File: src/rtl/funct_generator_pkg.sv
// rtl/funct_generator_pkg.sv - shared types, limits and saturation-bound helpers for the multiply/accumulate datapath
package funct_generator_pkg;

    typedef struct packed {
        logic sgn;
        logic acc;
    } fg_mul_tag_t;

    localparam int MAX_PIPE_STAGES = 8;
    localparam int MAX_OUT_WIDTH   = 128;

    // Largest representable value of a width-bit result, signed or unsigned.
    function automatic logic [MAX_OUT_WIDTH-1:0] sat_max(input logic sgn, input int width);
        logic [MAX_OUT_WIDTH-1:0] one;
        one = {{(MAX_OUT_WIDTH-1){1'b0}}, 1'b1};
        if (sgn) begin
            return (one << (width - 1)) - one;
        end
        return (width >= MAX_OUT_WIDTH) ? '1 : (one << width) - one;
    endfunction

    // Most negative two's-complement value of a width-bit result, in the low width bits.
    function automatic logic [MAX_OUT_WIDTH-1:0] sat_min_signed(input int width);
        logic [MAX_OUT_WIDTH-1:0] one;
        one = {{(MAX_OUT_WIDTH-1){1'b0}}, 1'b1};
        return one << (width - 1);
    endfunction

endpackage

File: src/rtl/funct_generator_acc_sat.sv
// rtl/funct_generator_acc_sat.sv - final stage: accumulate adder, overflow detect, optional clamp, output and acc_q registers
// Optional feature macro: FUNCT_GEN_MULTI_SAT_EN
module funct_generator_acc_sat
    import funct_generator_pkg::*;
#(
    parameter int WIDTH = 64
) (
    input  logic             clk,
    input  logic             rst_n,
    input  logic             en,
    input  logic             in_valid,
    input  logic [WIDTH-1:0] prod,
    input  fg_mul_tag_t      tag,
    output logic [WIDTH-1:0] data,
    output logic             ovf,
    output logic             valid
);

`ifdef FUNCT_GEN_MULTI_SAT_EN
    localparam logic [MAX_OUT_WIDTH-1:0] SMAX_W = sat_max(1'b1, WIDTH);
    localparam logic [MAX_OUT_WIDTH-1:0] UMAX_W = sat_max(1'b0, WIDTH);
    localparam logic [MAX_OUT_WIDTH-1:0] SMIN_W = sat_min_signed(WIDTH);
    localparam logic [WIDTH-1:0] SMAX = SMAX_W[WIDTH-1:0];
    localparam logic [WIDTH-1:0] UMAX = UMAX_W[WIDTH-1:0];
    localparam logic [WIDTH-1:0] SMIN = SMIN_W[WIDTH-1:0];
`endif

    logic [WIDTH-1:0] acc_q;
    logic [WIDTH-1:0] sum;
    logic [WIDTH-1:0] result;
    logic             carry;
    logic             sovf;
    logic             ovf_c;

    always_comb begin
        {carry, sum} = {1'b0, acc_q} + {1'b0, prod};
        sovf   = (acc_q[WIDTH-1] == prod[WIDTH-1]) && (sum[WIDTH-1] != acc_q[WIDTH-1]);
        ovf_c  = tag.acc && (tag.sgn ? sovf : carry);
        result = tag.acc ? sum : prod;
`ifdef FUNCT_GEN_MULTI_SAT_EN
        // A signed overflow can only happen with both addends of one sign, so acc_q picks the rail.
        if (ovf_c) begin
            result = !tag.sgn ? UMAX : (acc_q[WIDTH-1] ? SMIN : SMAX);
        end
`endif
    end

    always_ff @(posedge clk) begin
        if (!rst_n) begin
            acc_q <= '0;
            data  <= '0;
            ovf   <= 1'b0;
            valid <= 1'b0;
        end else if (en) begin
            valid <= in_valid;
            if (in_valid) begin
                acc_q <= result;
                data  <= result;
                ovf   <= ovf_c;
            end
        end
    end

endmodule

File: src/rtl/funct_generator_multi_pipe.sv
// rtl/funct_generator_multi_pipe.sv - pipelined signed/unsigned multiply-accumulate with valid/ready handshake
// Optional feature macro: FUNCT_GEN_MULTI_SAT_EN (saturating accumulate)
module funct_generator_multi_pipe
    import funct_generator_pkg::*;
#(
    parameter  int DATA_WIDTH     = 32,
    parameter  int PIPE_STAGES    = 3,
    localparam int DATA_WIDTH_OUT = 2 * DATA_WIDTH
) (
    input  logic                      clk,
    input  logic                      rst_n,
    input  logic                      valid_i,
    output logic                      ready_o,
    input  logic [DATA_WIDTH-1:0]     a_i,
    input  logic [DATA_WIDTH-1:0]     b_i,
    input  logic                      signed_i,
    input  logic                      acc_i,
    output logic [DATA_WIDTH_OUT-1:0] data_o,
    output logic                      valid_o,
    input  logic                      ready_i,
    output logic                      ovf_o
);

    logic                      advance;
    logic [DATA_WIDTH_OUT-1:0] ax;
    logic [DATA_WIDTH_OUT-1:0] bx;
    logic [DATA_WIDTH_OUT-1:0] prod;
    fg_mul_tag_t               tag_in;
    logic [DATA_WIDTH_OUT-1:0] fin_prod;
    fg_mul_tag_t               fin_tag;
    logic                      fin_vld;

    // The pipeline moves as a single unit; any downstream stall freezes every stage.
    assign ready_o = !valid_o || ready_i;
    assign advance = ready_o;

    // Extending both operands to the full output width makes the low half of one
    // plain multiply correct for signed and unsigned operands alike.
    always_comb begin
        ax     = {{DATA_WIDTH{signed_i & a_i[DATA_WIDTH-1]}}, a_i};
        bx     = {{DATA_WIDTH{signed_i & b_i[DATA_WIDTH-1]}}, b_i};
        prod   = ax * bx;
        tag_in = '{sgn: signed_i, acc: acc_i};
    end

    generate
        if (PIPE_STAGES > 1) begin : g_pipe
            logic [DATA_WIDTH_OUT-1:0] prod_q [PIPE_STAGES-1];
            fg_mul_tag_t               tag_q  [PIPE_STAGES-1];
            logic                      vld_q  [PIPE_STAGES-1];

            always_ff @(posedge clk) begin
                if (!rst_n) begin
                    for (int i = 0; i < PIPE_STAGES - 1; i++) begin
                        vld_q[i] <= 1'b0;
                    end
                end else if (advance) begin
                    vld_q[0] <= valid_i;
                    for (int i = 1; i < PIPE_STAGES - 1; i++) begin
                        vld_q[i] <= vld_q[i-1];
                    end
                end
            end

            always_ff @(posedge clk) begin
                if (advance) begin
                    prod_q[0] <= prod;
                    tag_q[0]  <= tag_in;
                    for (int i = 1; i < PIPE_STAGES - 1; i++) begin
                        prod_q[i] <= prod_q[i-1];
                        tag_q[i]  <= tag_q[i-1];
                    end
                end
            end

            assign fin_prod = prod_q[PIPE_STAGES-2];
            assign fin_tag  = tag_q[PIPE_STAGES-2];
            assign fin_vld  = vld_q[PIPE_STAGES-2];
        end else begin : g_nopipe
            assign fin_prod = prod;
            assign fin_tag  = tag_in;
            assign fin_vld  = valid_i;
        end
    endgenerate

    funct_generator_acc_sat #(
        .WIDTH (DATA_WIDTH_OUT)
    ) u_acc_sat (
        .clk      (clk),
        .rst_n    (rst_n),
        .en       (advance),
        .in_valid (fin_vld),
        .prod     (fin_prod),
        .tag      (fin_tag),
        .data     (data_o),
        .ovf      (ovf_o),
        .valid    (valid_o)
    );

endmodule

File: config.mk
export PLATFORM = sky130hd
export DESIGN_NAME = funct_generator_multi_pipe
export DESIGN_NICKNAME = d
export VERILOG_FILES = /design/src/rtl/funct_generator_pkg.sv /design/src/rtl/funct_generator_acc_sat.sv /design/src/rtl/funct_generator_multi_pipe.sv
export SDC_FILE = /design/constraint.sdc
export NUM_CORES = 2
export LEC_CHECK = 0
export ABC_AREA = 1
export CAP_MARGIN = 5
export CORE_MARGIN = 4
export CORE_UTILIZATION = 35
export CTS_CLUSTER_DIAMETER = 200
export DETAILED_ROUTE_END_ITERATION = 10
export PLACE_DENSITY = 0.53
export RECOVER_POWER = 50
export SYNTH_ARGS = -nofsm -noshare
export SYNTH_HDL_FRONTEND = slang
export SYNTH_SLANG_ARGS = --single-unit
export TNS_END_PERCENT = 100
File: constraint.sdc
create_clock -name clk -period 20.7 [get_ports clk]
set_clock_uncertainty 0.1 [all_clocks]
set_input_delay 4.14 -clock clk [delete_from_list [all_inputs] [get_ports clk]]
set_output_delay 4.14 -clock clk [all_outputs]
set_load 0.005 [all_outputs]
; ---- Yosys cells after proc, flatten, opt, wreduce, memory -nomap -nowiden
; Memory sizes are Yosys's and may differ from the RTL's.
; Index checks and enable logic that the tools add are counted.
[word_totals]
in_bits = 70
wordCells = 28
latch_bits = 0
mem_bits_ro = 0
memories = 3
ff_bits = 66
out_inout_bits = 67
ramBits = 134
[op_classes]
bitwise_logic = 4
n_mul = 1
n_eq_ne = 2
n_reduce_logical = 5
n_mux = 9
shifts = 0
add_sub_neg = 1
magnitude_cmp = 0
div_mod_pow = 0
[memory_table]
columns = memory, words, word_bits, read_ports, rd_clocked_by_memory_dff, wr, line
row1 = g_pipe.prod_q, 2, 64, 2, 0, 2, funct_generator_multi_pipe.sv:48  ; logic [DATA_WIDTH_OUT-1:0] prod_q [PIPE_STAGES-1];
row2 = g_pipe.tag_q, 2, 2, 2, 0, 2, funct_generator_multi_pipe.sv:49  ; fg_mul_tag_t tag_q [PIPE_STAGES-1];
row3 = g_pipe.vld_q, 2, 1, 2, 0, 2, funct_generator_multi_pipe.sv:50  ; logic vld_q [PIPE_STAGES-1];
[ops]
columns = cell, n
row1 = 64-bit by 64-bit adder with 65-bit output, 1
row2 = 33-bit by 33-bit multiplier with 64-bit output, 1
row3 = 64-bit two-way mux, 1
row4 = 1-bit two-way mux, 8
row5 = 1-bit bitwise AND, 2
row6 = 1-bit logical AND, 2
row7 = 1-bit bitwise OR, 2
row8 = 2-bit AND reduction, 1
row9 = 1-bit == test, 1
row10 = 1-bit zero test, 1
row11 = 1-bit logical OR, 1
row12 = 1-bit inequality test, 1

; ---- Longest topological paths before layout
[depth]
word_depth = 6
mapped_depth = 32
depth_no_buf = 30

; ---- By module
; From an unflattened synthesis, not the netlist that was laid out.
[unflattened]
hier_cells = 6782
area_unflattened_um2 = 52540.4
[modules_own_cells]
columns = module, area_each_um2, cells_each, n_inst
row1 = funct_generator_multi_pipe, 44202.4, 5257, 1
row2 = funct_generator_acc_sat, 8338.0, 1525, 1

; ---- Worst setup path after synthesis
; OpenSTA, ideal clock, no wires.
[synth_path]
kind = input to register
startpoint = input a_i[31]
endpoint = memory g_pipe.prod_q[0][61] (netlist bit), data pin
path_slack_ps = 9206
path_stages = 27
n_path_buf = 2
setup_ps = 258
arrival_ps = 11136
path_cell_list = buf_2 -> nand2_4 -> inv_2 -> clkbuf_1 -> nand2_1 -> inv_1 -> fa_1 -> fa_1 -> fa_1 -> inv_1 -> fa_1 -> inv_1 -> fa_1 -> fa_1 -> inv_1 -> fa_1 -> fa_1 -> inv_1 -> ha_1 -> a21oi_1 -> a21boi_0 -> o21ai_0 -> nand3_1 -> o2111ai_1 -> a21oi_1 -> nand2_1 -> xor2_1
[synth_rtl]
columns = item, line
row1 = start: declaration, funct_generator_multi_pipe.sv:14  ; input logic [DATA_WIDTH-1:0] a_i,
row2 = end: declaration, funct_generator_multi_pipe.sv:48

==> results.toml <==
[yosys]
synthDistinctLibCells = 49
syn_inst = 6519
synth_area_mm2 = 0.0515
synth_flop_cell = "edfxtp_1"
async_flop_share_pct = 0
yosys_warnings = 0
syn_area_per_cell_um2 = 7.90
synth_edf_count = 134
ys_seq_area_share_pct = 10.4
synth.ff_latch_count = 200
synthesis.nets = 7991

[global_routing]
overflow = 0
antenna_found_initial = 2
grt_pass1_wl_um = 251000
track_usage_pct = 21.1
grt_pass1_vias = 42900
grt_max_degree = 76

[final_layout]
final_layout_size_suffix_gt1_share_pct = 2.57
final_common_cell = "nand2_1"
fin_nets = 7926
syn_to_final_growth_pct = 7.38
layout_common_cells = "nand2_1 (1,765), inv_1 (1,761), fa_1 (1,126)"

[critical_path]
arrival_ns = 12.90
path_max_fanout = 32
worstSetupStartpointType = "input port"
cp.required_ns = 20.81
end_kind = "flop"
path_class = "input port to flop"

[timing]
post-route-min-period_ns = 12.79
fmax_mhz = 78.2
slew_headroom_pct = -141
timing.final.crit_share_pct = 61.8
holdWs_ns = 0.304
setup_viol = 0
rsz0062_at_grt = "false"
worst_slew_pin_slew_ns = 3.61
hold_violations = 0
tns_ns = 0
drv_slew = 165

[drt]
final_antenna_net_count = 0
wl_met3_um = 7070
drc = 0
wl_per_cell_um = 18.9
met1Wirelength_um = 72700
drt_iter0_markers = 2404
met2_length_um = 75700
first_pass_iters = 5
top_layer_used = "met4"
num_vias = 40100
via_per_inst = 4.78
drt_wl_total_um = 158000

[cts]
numCtsBuffers = 17
postCtsHoldBufs = 0
clock_latency_ns = 0.46
cts_sinks = 200
post-cts-setup-buffers = 0
clock-root-buffer = "clkbuf_16"
clkTransAtPathRegs_ns = 0.09
max-clock-path-buffers = 2
htree_levels = 4
cts_tree = "yes"
cts_resized = 0

[floorplanning]
pin_count = 137
num_rows = 140
die_area_mm2 = 0.153
start_util_pct = 35.3
core_mm2 = 0.146
fp.dieH_um = 392
die_w_um = 392

[placement]
gp_congestion = 0.924
hpwl_um = 133000
port_buffers = 136

[run_status]
violations = "capacitance limit, slew limit"
outcome = "complete, but fails checks"

[worst_hold_path]
hold_class = "flop to flop"

[job]
cap_viol_max_count = 3
==> flip-flops by register name, indices dropped and copies added, names as in the netlist <==
register and cells:
g_pipe.prod_q 128, u_acc_sat.acc_q 64, g_pipe.tag_q 4, g_pipe.vld_q 2, u_acc_sat.ovf 1, u_acc_sat.valid 1
==> synth_stat cells (3+ instances only) <==
master       n  share of area (%)
a21boi_0     3              0.044
a21o_1      17               0.25
a21oi_1    216                2.1
a31oi_1     19               0.23
and3_1       4              0.049
buf_1        7              0.051
clkbuf_1   286                2.1
dfxtp_1     66                2.6
edfxtp_1   134                7.8
fa_1      1126                 44
ha_1       276                6.7
inv_1     1761                 13
inv_2        6              0.044
nand2_1   1766                 13
nand2_2     14               0.17
nand3_1    139                1.4
nand3_2      4              0.078
nand3b_1     3              0.044
nand4_1     27               0.33
nor2_1     340                2.5
nor2_2      11               0.13
nor3_1      18               0.17
nor3_2       5              0.097
nor4_1       8              0.097
o211ai_1    12               0.17
o21a_1       6              0.087
o21ai_0     86               0.84
o21ai_1      9              0.087
o21bai_1    23               0.34
or2_2        9               0.11
xnor2_1     32               0.54
xor2_1      62                1.1
==> critical path, cell delays in order <==
cell	delay (ns)
dlygate4sd3_1	0.64
clkbuf_1	1.47
nand2_1	0.12
inv_1	0.15
fa_1	0.40
inv_1	0.09
fa_1	0.38
inv_1	0.08
fa_1	0.52
fa_1	0.54
fa_1	0.59
inv_1	0.08
fa_1	0.54
inv_1	0.05
fa_1	0.49
fa_1	0.46
ha_1	0.41
a21o_1	0.26
a31oi_1	0.30
o21ai_1	0.21
a21oi_1	0.16
nand2_1	0.24
a21o_1	0.28
nand2_1	0.09
nand2_1	0.05
nand2_1	0.05
nand2_1	0.05
==> layer usage <==
metal / track usage (%) / vias to the layer above
li1: - / 18600
met1: 29.5 / 20400
met2: 36.1 / 949
met3: 1.88 / 141
met4: 3.91 / 0
met5: 0 / -
==> metrics by stage <==
stage / cells / util, % / setup slack, ns / cell area [µm²]
after floorplan: 6519 / - / 9.21 / 51500
after global placement: 8352 / 37.5 / 7.54 / 54700
after detailed placement: 8352 / 37.5 / 7.49 / 54700
after CTS: 8384 / 37.9 / 7.96 / 55300
after global routing: 8384 / 37.9 / 7.43 / 55300
final: 8385 / 37.9 / 7.91 / 55300
==> layout make-up <==
type                            instances  area [µm²]
Timing Repair Buffer                  210        1900
Clock inverter                         15         170
Multi-Input combinational cell       4258       38400
Fill cell                           15300       90600
Inverter                             1767        6630
Sequential cell                       200        5350
Antenna cell                            1        2.50
Clock buffer                           17         425
Tap cell                             1917        2400
==> final timing paths <==
kind	from	endpoint	slack, ns	depth (start not counted)
setup / recovery	b_i[0]	g_pipe.prod_q[0][47]$_DFFE_PN_	7.91	27
hold / removal	g_pipe.prod_q[0][16]$_DFFE_PN_	g_pipe.prod_q[0][80]$_DFFE_PN_	0.30	0
setup reg to reg	u_acc_sat.valid$_SDFFE_PN0N_	g_pipe.tag_q[0][0]$_DFFE_PN_	16.10	3
hold reg to reg	g_pipe.prod_q[0][16]$_DFFE_PN_	g_pipe.prod_q[0][80]$_DFFE_PN_	0.30	0
==> logic make-up after synthesis <==
group | synth area share, %
DFF | 10.4
and+or+nand+nor | 18.1
buffers and inverters | 15.0
xor gates and xnor gates | 1.60
AOI/OAI and AO/OA | 4.41
adders and majority gates | 50.5
Power is left out: the tool's default activity adds up to more than one toggle a clock period on the data nets, which glitch-free logic cannot reach.
